[config.mk]
export PLATFORM = sky130hd
export DESIGN_NAME = k_wfull_sync_t1
export DESIGN_NICKNAME = d
export VERILOG_FILES = /design/src/rtl/k_fifo_pkg.sv /design/src/rtl/k_g2b_converter_t1.sv /design/src/rtl/k_wfull_sync_t1.sv
export SDC_FILE = /design/constraint.sdc
export NUM_CORES = 1
export LEC_CHECK = 0
export CAP_MARGIN = 40
export CORE_AREA = 8 8 45 47
export DETAILED_ROUTE_END_ITERATION = 10
export DIE_AREA = 0 0 53 55
export HOLD_SLACK_MARGIN = 0.03
export PLACE_DENSITY_LB_ADDON = 0.08
export SYNTH_ARGS = -nofsm -noshare
export SYNTH_HDL_FRONTEND = slang
export SYNTH_SLANG_ARGS = --single-unit
[constraint.sdc]
create_clock -name clk -period 1.6 [get_ports clk]
set_input_delay 0.4 -clock clk [delete_from_list [all_inputs] [get_ports clk]]
set_output_delay 0.4 -clock clk [all_outputs]
set_load 0.02 [all_outputs]
[src/rtl/k_fifo_pkg.sv]
// Shared FIFO constants and pointer-width helper for the async FIFO blocks.
package k_fifo_pkg;
  localparam int DEF_ADDR_SIZE   = 4;
  localparam int DEF_SYNC_STAGES = 2;
  localparam int DEPTH           = 2**DEF_ADDR_SIZE;

  // Pointers carry one extra MSB to tell full from empty across wrap.
  function automatic int ptr_w(input int addr_size);
    return addr_size + 1;
  endfunction

  typedef logic [DEF_ADDR_SIZE:0] ptr_t;
endpackage

[src/rtl/k_g2b_converter_t1.sv]
// Gray-to-binary converter: each binary bit is the XOR of all gray bits at or above it.
module k_g2b_converter_t1 #(
  parameter int size = 5
) (
  input  logic [size-1:0] gray,
  output logic [size-1:0] bin
);
  for (genvar i = 0; i < size; i++) begin : g_bit
    assign bin[i] = ^gray[size-1:i];
  end
endmodule

[src/rtl/k_wfull_sync_t1.sv]
// Write-side FIFO status: read-pointer synchronizer, full, sticky overflow and,
// when K_WFULL_LEVEL_EN is defined, registered level / almost_full.
module k_wfull_sync_t1
  import k_fifo_pkg::*;
#(
  parameter int ADDR_SIZE   = DEF_ADDR_SIZE,
  parameter int SYNC_STAGES = DEF_SYNC_STAGES,
  parameter int AF_THRESH   = 2**ADDR_SIZE - 2
) (
  input  logic               clk,
  input  logic               rst_n,
  input  logic [ADDR_SIZE:0] wptr,
  input  logic [ADDR_SIZE:0] rptr_gray,
  input  logic               inc,
  output logic               full,
  output logic [ADDR_SIZE:0] level,
  output logic               almost_full,
  output logic               overflow
);
  localparam int PW = ptr_w(ADDR_SIZE);

  if (SYNC_STAGES < 2) begin : g_bad_sync
    $error("k_wfull_sync_t1: SYNC_STAGES must be >= 2");
  end
  if (AF_THRESH < 1 || AF_THRESH > 2**ADDR_SIZE) begin : g_bad_af
    $error("k_wfull_sync_t1: AF_THRESH out of range 1..2**ADDR_SIZE");
  end

  logic [SYNC_STAGES-1:0][PW-1:0] sync_q;
  logic [PW-1:0]                  rq;

  // Plain flop chain: nothing may sit between stages.
  always_ff @(posedge clk or negedge rst_n) begin
    if (!rst_n) sync_q <= '0;
    else        sync_q <= {sync_q[SYNC_STAGES-2:0], rptr_gray};
  end
  assign rq = sync_q[SYNC_STAGES-1];

  // Full when write is one lap ahead: top two gray bits inverted, rest equal.
  assign full = (wptr == {~rq[ADDR_SIZE:ADDR_SIZE-1], rq[ADDR_SIZE-2:0]});

  always_ff @(posedge clk or negedge rst_n) begin
    if (!rst_n)           overflow <= 1'b0;
    else if (inc && full) overflow <= 1'b1;
  end

`ifdef K_WFULL_LEVEL_EN
  localparam logic [PW-1:0] AF_LIM = PW'(AF_THRESH);

  logic [PW-1:0] wbin, rbin, level_nxt;

  k_g2b_converter_t1 #(.size(PW)) u_g2b_w (.gray(wptr), .bin(wbin));
  k_g2b_converter_t1 #(.size(PW)) u_g2b_r (.gray(rq),   .bin(rbin));

  // Modulo subtraction absorbs pointer rollover.
  assign level_nxt = wbin - rbin;

  always_ff @(posedge clk or negedge rst_n) begin
    if (!rst_n) begin
      level       <= '0;
      almost_full <= 1'b0;
    end else begin
      level       <= level_nxt;
      almost_full <= (level_nxt >= AF_LIM);
    end
  end
`else
  assign level       = '0;
  assign almost_full = 1'b0;
`endif

endmodule

## Word-level counts from Yosys, hierarchy flattened

Cells that the tools add are included.

- Input bits: 13
- Output and inout port bits: 8
- Register bits: 11
- Word-level logic and storage cells: 6

- Equality and inequality tests: 1
- Reductions and logical operators: 1
- Bitwise logic cells: 1

Operators with widths:

| kind | number |
|---|---|
| 5-bit == test | 1 |
| 2-bit inverter | 1 |
| 1-bit logical AND | 1 |

## Depth between registers and ports, before layout

Gate-level depths: netlist of the first run.

- Word-level depth: 3
- Depth in mapped cells: 3
- Depth with buffers taken out: 3

## Least setup slack after synthesis of the first run

Ideal clock, no wire load.

- Path kind: in2out
- Start point: in wptr[3]
- End point: out full
- Stages: 3
- Required time: 1,200 ps
- Path buffers: 0
- Setup slack: 224 ps
- Arrival: 976 ps
- Cells stage by stage: xor2_1 nand4_1 nor2_1

- Cells in the longest elaborated chain, start to end: 1

RTL lines:

| element | line | text |
|---|---|---|
| start: declaration | k_wfull_sync_t1.sv:12 | `input logic [ADDR_SIZE:0] wptr,` |
| 5-bit == test | k_wfull_sync_t1.sv:40 | `assign full = (wptr == {~rq[ADDR_SIZE:ADDR_SIZE-1], rq[ADDR_SIZE-2:0]});` |
| end: declaration | k_wfull_sync_t1.sv:15 | `output logic full,` |

No other way between the ends.

## Worst setup path in the final report of the first run

- Start point: reg sync_q (netlist bit rq[2])
- End point: out full

- Cells in the longest elaborated chain, start to end: 1

RTL lines:

| element | line | text |
|---|---|---|
| start: declaration | k_wfull_sync_t1.sv:29 | `logic [SYNC_STAGES-1:0][PW-1:0] sync_q;` |
| start signal: assignment | k_wfull_sync_t1.sv:35 | `else sync_q <= {sync_q[SYNC_STAGES-2:0], rptr_gray};` |
| 5-bit == test | k_wfull_sync_t1.sv:40 |  |

No other way between the ends.

==> out/results.txt, run 1 <==
Status: complete, no violations
Count leader, synth: dfrtp_1
Largest net degree at the start of global routing: 12
Main combinational cell family by area after synthesis: buffers and inverters
Core Box Area: 1380 um2
Port Buffers: 14
Clock skew: 5.40 ps
Number of library cell types mapped by synthesis: 9
Post-layout util: 44.8%
Achievable Freq: 638 MHz
Max-slew violations: 0
Area growth from synthesis to layout: 55.7%
RSZ-0062 raised after global routing: true
Max FO, Critical Path: 2
Synth top area share: 69.2%
DRT antenna net count: 0
GRT Max-Usage Layer: met2
Clk sinks: 11
M2 GR Usage: 9.77%
Post-DP HPWL: 569 um
Adder-cell share of the synthesized area: 0%
Post-synth ARST share: 100%
Slowest stage cell, crit path: dfrtp_1
Global-route wire length before repair: 1140 um
Clock Latency Late Sink: 260 ps
Pwr Density: 884 nW/um2
Period Utilization, post-route: 98.0%
Synth area leaders: dfrtp_1 (69%), buf_4 (11%), xnor2_1 (8.8%)
Crit path cell chain: xnor2_1 > nand4_1 > nor2_1 > buf_4
Xor/xnor share of the synthesized area: 11.0%
Post-layout nets: 64
GRT Util Overall: 5.76%
Die width: 53 um
Post-synth top cells: dfrtp_1 (11), buf_4 (6), xnor2_1 (4)
First drt pass iteration count: 1
Buffers & Inverters on Critical Path: 1
First DRT Iteration DRCs: 0
Yosys reg bits: 11
Total number of vias: 246
Kind of cell adding the most delay to the critical path: flip-flops
M3 GR Usage: 2.41%
Required @ worst endpoint: 1200 ps
Hold crit path type: register to register
Crit Path Class: register to output port
Mapped cell area: 398 um2
Critical path's largest stage delay: 370 ps
Worst path depth: 4
DR vias/cell: 3.73
Hold_buf cts: 0
Row cnt: 14
Post-Syn Instances: 28
Aggregate global routing overflow: 0
GR Util met1: 4.72%
Initial core utilization: 28.8%
Leak: 0.290 nW
Post-DR wirelength/cell: 11.0 um
Clock transition at path regs: 60 ps
DRC viols: 0
Vias in the first global route: 279
Syn Area/Cell: 14.2 um2
H-tree depth: 1
Number of synthesized flops with an enable pin: 0
Initial antenna violation count: 0
Mux share of post-synthesis cell area: 0%
Post-Place Cells: 58
Hold Violations, Final: 0
Final Non-Filler Cells: 66
Clock Path Buffers: 2
Compound-Gate Fraction of Synth Area: 3.14%
Yosys top cell by area: dfrtp_1
Worst Hold Depth: 0
Final setup vio count: 0
Die area: 2920 um2
TritonCTS buffer count: 3
Filler cells: 129
Die height: 55 um
Critical path arrival: 1170 ps
ANT cells: 0
CTS tree: built
Root buf cell: clkbuf_4
Worst-case reg-to-reg path depth: 8
Warnings from Yosys: 0
Worst setup EP type: output port
Top FF cell, synth: dfrtp_1
Startpoint Class: register
Sequential element share of the synthesized area: 69.2%
I/O pin count: 21
WL final: 729 um
Post-synthesis simple-gate area fraction: 2.52%
Maximum VDD drop: 0.420 mV
GPL Wtd Cong: 0.587
Max Cap Violations: 0
Final Critical Period: 1570 ps
Ratio of cells with drive above 1 in the final layout: 24.0%
-- cells by family (layout without fill, tap and decap cells) --
group,after synthesis,count (layout)
other,1,6
DFF,11,11
and+or+nand+nor,2,2
AOI/OAI and AO/OA,1,1
buffers and inverters,8,25
xor gates and xnor gates,5,5
-- metal layers --
metal / vias up / share of wire (%)
li1: 117 / -
met1: 117 / 28
met2: 12 / 61
met3: 0 / 11
met4: 0 / 0
met5: - / 0
-- worst paths after layout --
kind / from / end / slack, ps
max: rq[2] / full / 30
min: sync_q[0] / rq[0] / 350
max reg2reg: rq[2] / overflow / 120
min reg2reg: sync_q[0] / rq[0] / 350
max in group asynchronous: rst_n / rq[1] / 820
min in group asynchronous: rst_n / sync_q[4] / 460
-- state kept, by name, summed over array words and instances, names as in the netlist --
register and flops:
overflow 1, sync_q 5, rq 5
-- cell usage in the layout (no fill, tap or decap) --
| master | instances |
|---|---|
| dfrtp_1 | 11 |
| clkdlybuf4s50_1 | 7 |
| conb_1 | 6 |
| buf_6 | 4 |
| clkbuf_4 | 3 |
| clkdlybuf4s15_1 | 3 |
| dlygate4sd2_1 | 3 |
| xnor2_2 | 2 |
| xnor2_1 | 2 |
| inv_1 | 2 |
| buf_4 | 2 |
| xor2_1 | 1 |
| nand4_1 | 1 |
| nor2_1 | 1 |
| o31ai_2 | 1 |
| clkbuf_1 | 1 |
-- where the power goes --
group	internal (mW)	leakage (nW)	switching [mW]
Combinational	0.0448	0.149	0.0339
Sequential	0.291	0.125	0.00500
Clock	0.0959	0.0150	0.0770
Total	0.432	0.290	0.116
-- through the flow --
stage | setup slack (ps) | hold slack, ps | total power, mW | setup TNS [ps] | cell area, um2
4_1_cts | 6.98 | 353 | 0.556 | 0 | 596
2_1_floorplan | 224 | 104 | 0.337 | 0 | 417
6_report | 32.4 | 349 | 0.548 | 0 | 619
3_3_place_gp | -703 | 333 | 0.366 | -716 | 539
5_1_grt | -74.8 | 355 | 0.581 | -74.8 | 619
3_5_place_dp | -703 | 337 | 0.367 | -705 | 539
-- repair_timing --
item | 4_1_cts | 5_1_grt
buffers inserted | 4 | 0
gates cloned | 0 | 0
pin swaps | 6 | 3
setup endpoints to repair | 2 | 2
gates resized for setup | 14 | 6
-- final cells by class --
cell class | count | area (um2) | area share (%)
Tap cell | 16 | 20.0 | 3.23
Timing Repair Buffer | 19 | 186 | 30.1
Clock buffer | 4 | 26.3 | 4.24
Multi-Input combinational cell | 14 | 104 | 16.8
Inverter | 2 | 7.51 | 1.21
Sequential cell | 11 | 275 | 44.4
No activity file was read; power rests on OpenSTA's default activity.
==> run 2: changes to the inputs <==
- CORE_AREA: 8 8 45 47 -> 2 2 39 41
- DIE_AREA: 0 0 53 55 -> 0 0 41 43
==> out/results.txt, run 2 (synthesis gave the netlist of run 1 again) <==
Seq pwr share: 53.8% (was 54.0%)
Max-slew violations: 0 (unchanged)
Achievable Freq: 632 MHz (was 638 MHz)
Kind of cell adding the most delay to the critical path: buffers and inverters (was flip-flops)
Row cnt: 14 (unchanged)
Root buf cell: clkbuf_4 (unchanged)
Final setup vio count: 0 (unchanged)
Sw Ratio: 21.6% (was 21.2%)
Int Pwr: 0.430 mW (was 0.432 mW)
DR vias/cell: 3.64 (was 3.73)
Largest net degree at the start of global routing: 12 (unchanged)
Post-DR wirelength/cell: 7.86 um (was 11.0 um)
Slowest stage cell, crit path: dlygate4sd2_1 (was dfrtp_1)
Die width: 41 um (was 53 um)
GRT Util Overall: 7.69% (was 5.76%)
Aggregate global routing overflow: 0 (unchanged)
Clock skew: 0.870 ps (was 5.40 ps)
Filler cells: 129 (unchanged)
I/O pin count: 21 (unchanged)
Worst setup EP type: output port (unchanged)
Core Box Area: 1380 um2 (unchanged)
Post-DP HPWL: 394 um (was 569 um)
Leak: 0.286 nW (was 0.290 nW)
Clock Latency Late Sink: 260 ps (about the same)
Max Cap Violations: 0 (unchanged)
First DRT Iteration DRCs: 2 (was 0)
Post-layout util: 44.8% (unchanged)
Vias in the first global route: 223 (was 279)
DRC viols: 0 (unchanged)
Hold Violations, Final: 0 (unchanged)
Port Buffers: 14 (unchanged)
Buffers & Inverters on Critical Path: 2 (was 1)
Ratio of cells with drive above 1 in the final layout: 22.0% (was 24.0%)
Required @ worst endpoint: 1200 ps (about the same)
Share of power burned in the clock network: 32.2% (was 31.6%)
RSZ-0062 raised after global routing: true (unchanged)
Clock Path Buffers: 2 (unchanged)
Hold_buf cts: 0 (unchanged)
GPL Wtd Cong: 0.556 (was 0.587)
Clock transition at path regs: 60 ps (about the same)
Crit Path Class: primary input to output port (was register to output port)
Period Utilization, post-route: 98.9% (was 98.0%)
DRT antenna net count: 0 (unchanged)
Maximum VDD drop: 0.457 mV (was 0.420 mV)
Total number of vias: 240 (was 246)
Commonest cells after routing, fill and taps aside: dfrtp_1 (11), clkdlybuf4s50_1 (7), conb_1 (6) (unchanged)
Most common cell after layout, fill and taps aside: dfrtp_1 (unchanged)
Area growth from synthesis to layout: 55.7% (unchanged)
Final Critical Period: 1580 ps (was 1570 ps)
Hold crit path type: register to register (unchanged)
CTS tree: built (unchanged)
Critical path's largest stage delay: 240 ps (was 370 ps)
Global-route wire length before repair: 814 um (was 1140 um)
Max FO, Critical Path: 2 (unchanged)
TritonCTS buffer count: 3 (unchanged)
Post-layout nets: 64 (unchanged)
Final total power: 0.548 mW (about the same)
Clk sinks: 11 (unchanged)
Crit path cell chain: dlygate4sd2_1 > xnor2_1 > nand4_1 > nor2_1 > buf_4 (was xnor2_1 > nand4_1 > nor2_1 > buf_4)
H-tree depth: 1 (unchanged)
Psw: 0.118 mW (was 0.116 mW)
Critical path arrival: 1180 ps (was 1170 ps)
WL final: 519 um (was 729 um)
Initial antenna violation count: 0 (unchanged)
TNS Setup: 0 ps (unchanged)
Startpoint Class: primary input (was register)
Status: complete, no violations (unchanged)
First drt pass iteration count: 2 (was 1)
ANT cells: 0 (unchanged)
Die height: 43 um (was 55 um)
Die area: 1760 um2 (was 2920 um2)
Pwr Density: 885 nW/um2 (was 884 nW/um2)
Combinational power share: 14.0% (was 14.4%)
Initial core utilization: 28.8% (unchanged)
==> run 2: cell types whose count changed in the layout (fill, tap and decap cells not counted) <==
cell             before  now
clkdlybuf4s15_1       3    2
dlygate4sd2_1         3    4
o31ai_2               1    0
o31ai_4               0    1
xnor2_1               2    3
xnor2_2               2    1
==> run 2: through the flow <==
stage / cells / setup WS, ps / hold WS [ps] / instance area, um2
floorplan: 33 / 224 / 104 / 417
finish: 66 / 16.9 / 349 / 619
global route: 66 / -95.3 / 356 / 619
global placement: 58 / -691 / 333 / 539
CTS: 66 / -6.50 / 351 / 596
detailed placement: 58 / -710 / 336 / 539
==> run 2: final timing paths <==
kind                           start   endpoint  slack, ps  cells after the start
max                          wptr[0]       full         20                      5
min                        sync_q[0]      rq[0]        350                      0
max reg2reg                    rq[2]   overflow        110                      8
min reg2reg                sync_q[0]      rq[0]        350                      0
max in group asynchronous      rst_n  sync_q[0]        830                      1
min in group asynchronous      rst_n  sync_q[4]        460                      1
==> run 2: metal layers <==
metal | up-vias | global-route usage (%) | wire [um] | share of wire [%]
met5 | - | 0 | 0 | 0
met4 | 0 | 10.0 | 0 | 0
met1 | 110 | 7.59 | 197 | 38
li1 | 117 | - | - | -
met3 | 0 | 3.14 | 46 | 8.9
met2 | 13 | 10.0 | 274 | 53
==> run 2: timing repair <==
item | 4_1_cts | 5_1_grt
gates cloned | 0 | 0
pin swaps | 6 | 0
gates resized for setup | 14 | 5
buffers inserted | 4 | 0
endpoints found under the setup margin | 2 | 2
==> run 2: power by group through the flow <==
stage | Clock, mW | Sequential (mW) | Combinational (mW)
after floorplan | 0 | 0.300 | 0.0380
after global placement | 0 | 0.300 | 0.0657
after detailed placement | 0 | 0.300 | 0.0665
after CTS | 0.187 | 0.295 | 0.0712
after global routing | 0.204 | 0.296 | 0.0838
final | 0.176 | 0.295 | 0.0768
==> run 2: worst register-to-register path, delay by kind of cell, from the launching register on <==
family,cells,cell delay [ps]
xor gates and xnor gates,1,140
AOI/OAI and AO/OA,1,200
and+or+nand+nor,1,130
buffers and inverters,5,550
DFF,1,370
==> run 2: cell type report <==
type / count / area (um2) / share of cell area (%)
sequential: 11 / 275 / 44.4
multi-input combinational: 14 / 105 / 17.0
inverter: 2 / 7.51 / 1.21
clock buffer: 4 / 26.3 / 4.24
timing repair buffer: 19 / 185 / 29.9
tap: 16 / 20.0 / 3.23
==> run 3: changes to the inputs <==
- MAX_ROUTING_LAYER: default -> met4
==> results of run 3 <==
No change in the layout: final DEF, timing and power equal those of run 2.
Among the figures that moved: final weighted congestion in routability-driven placement 0.556 -> 0.558; overall routing resource usage 7.69% -> 7.89%
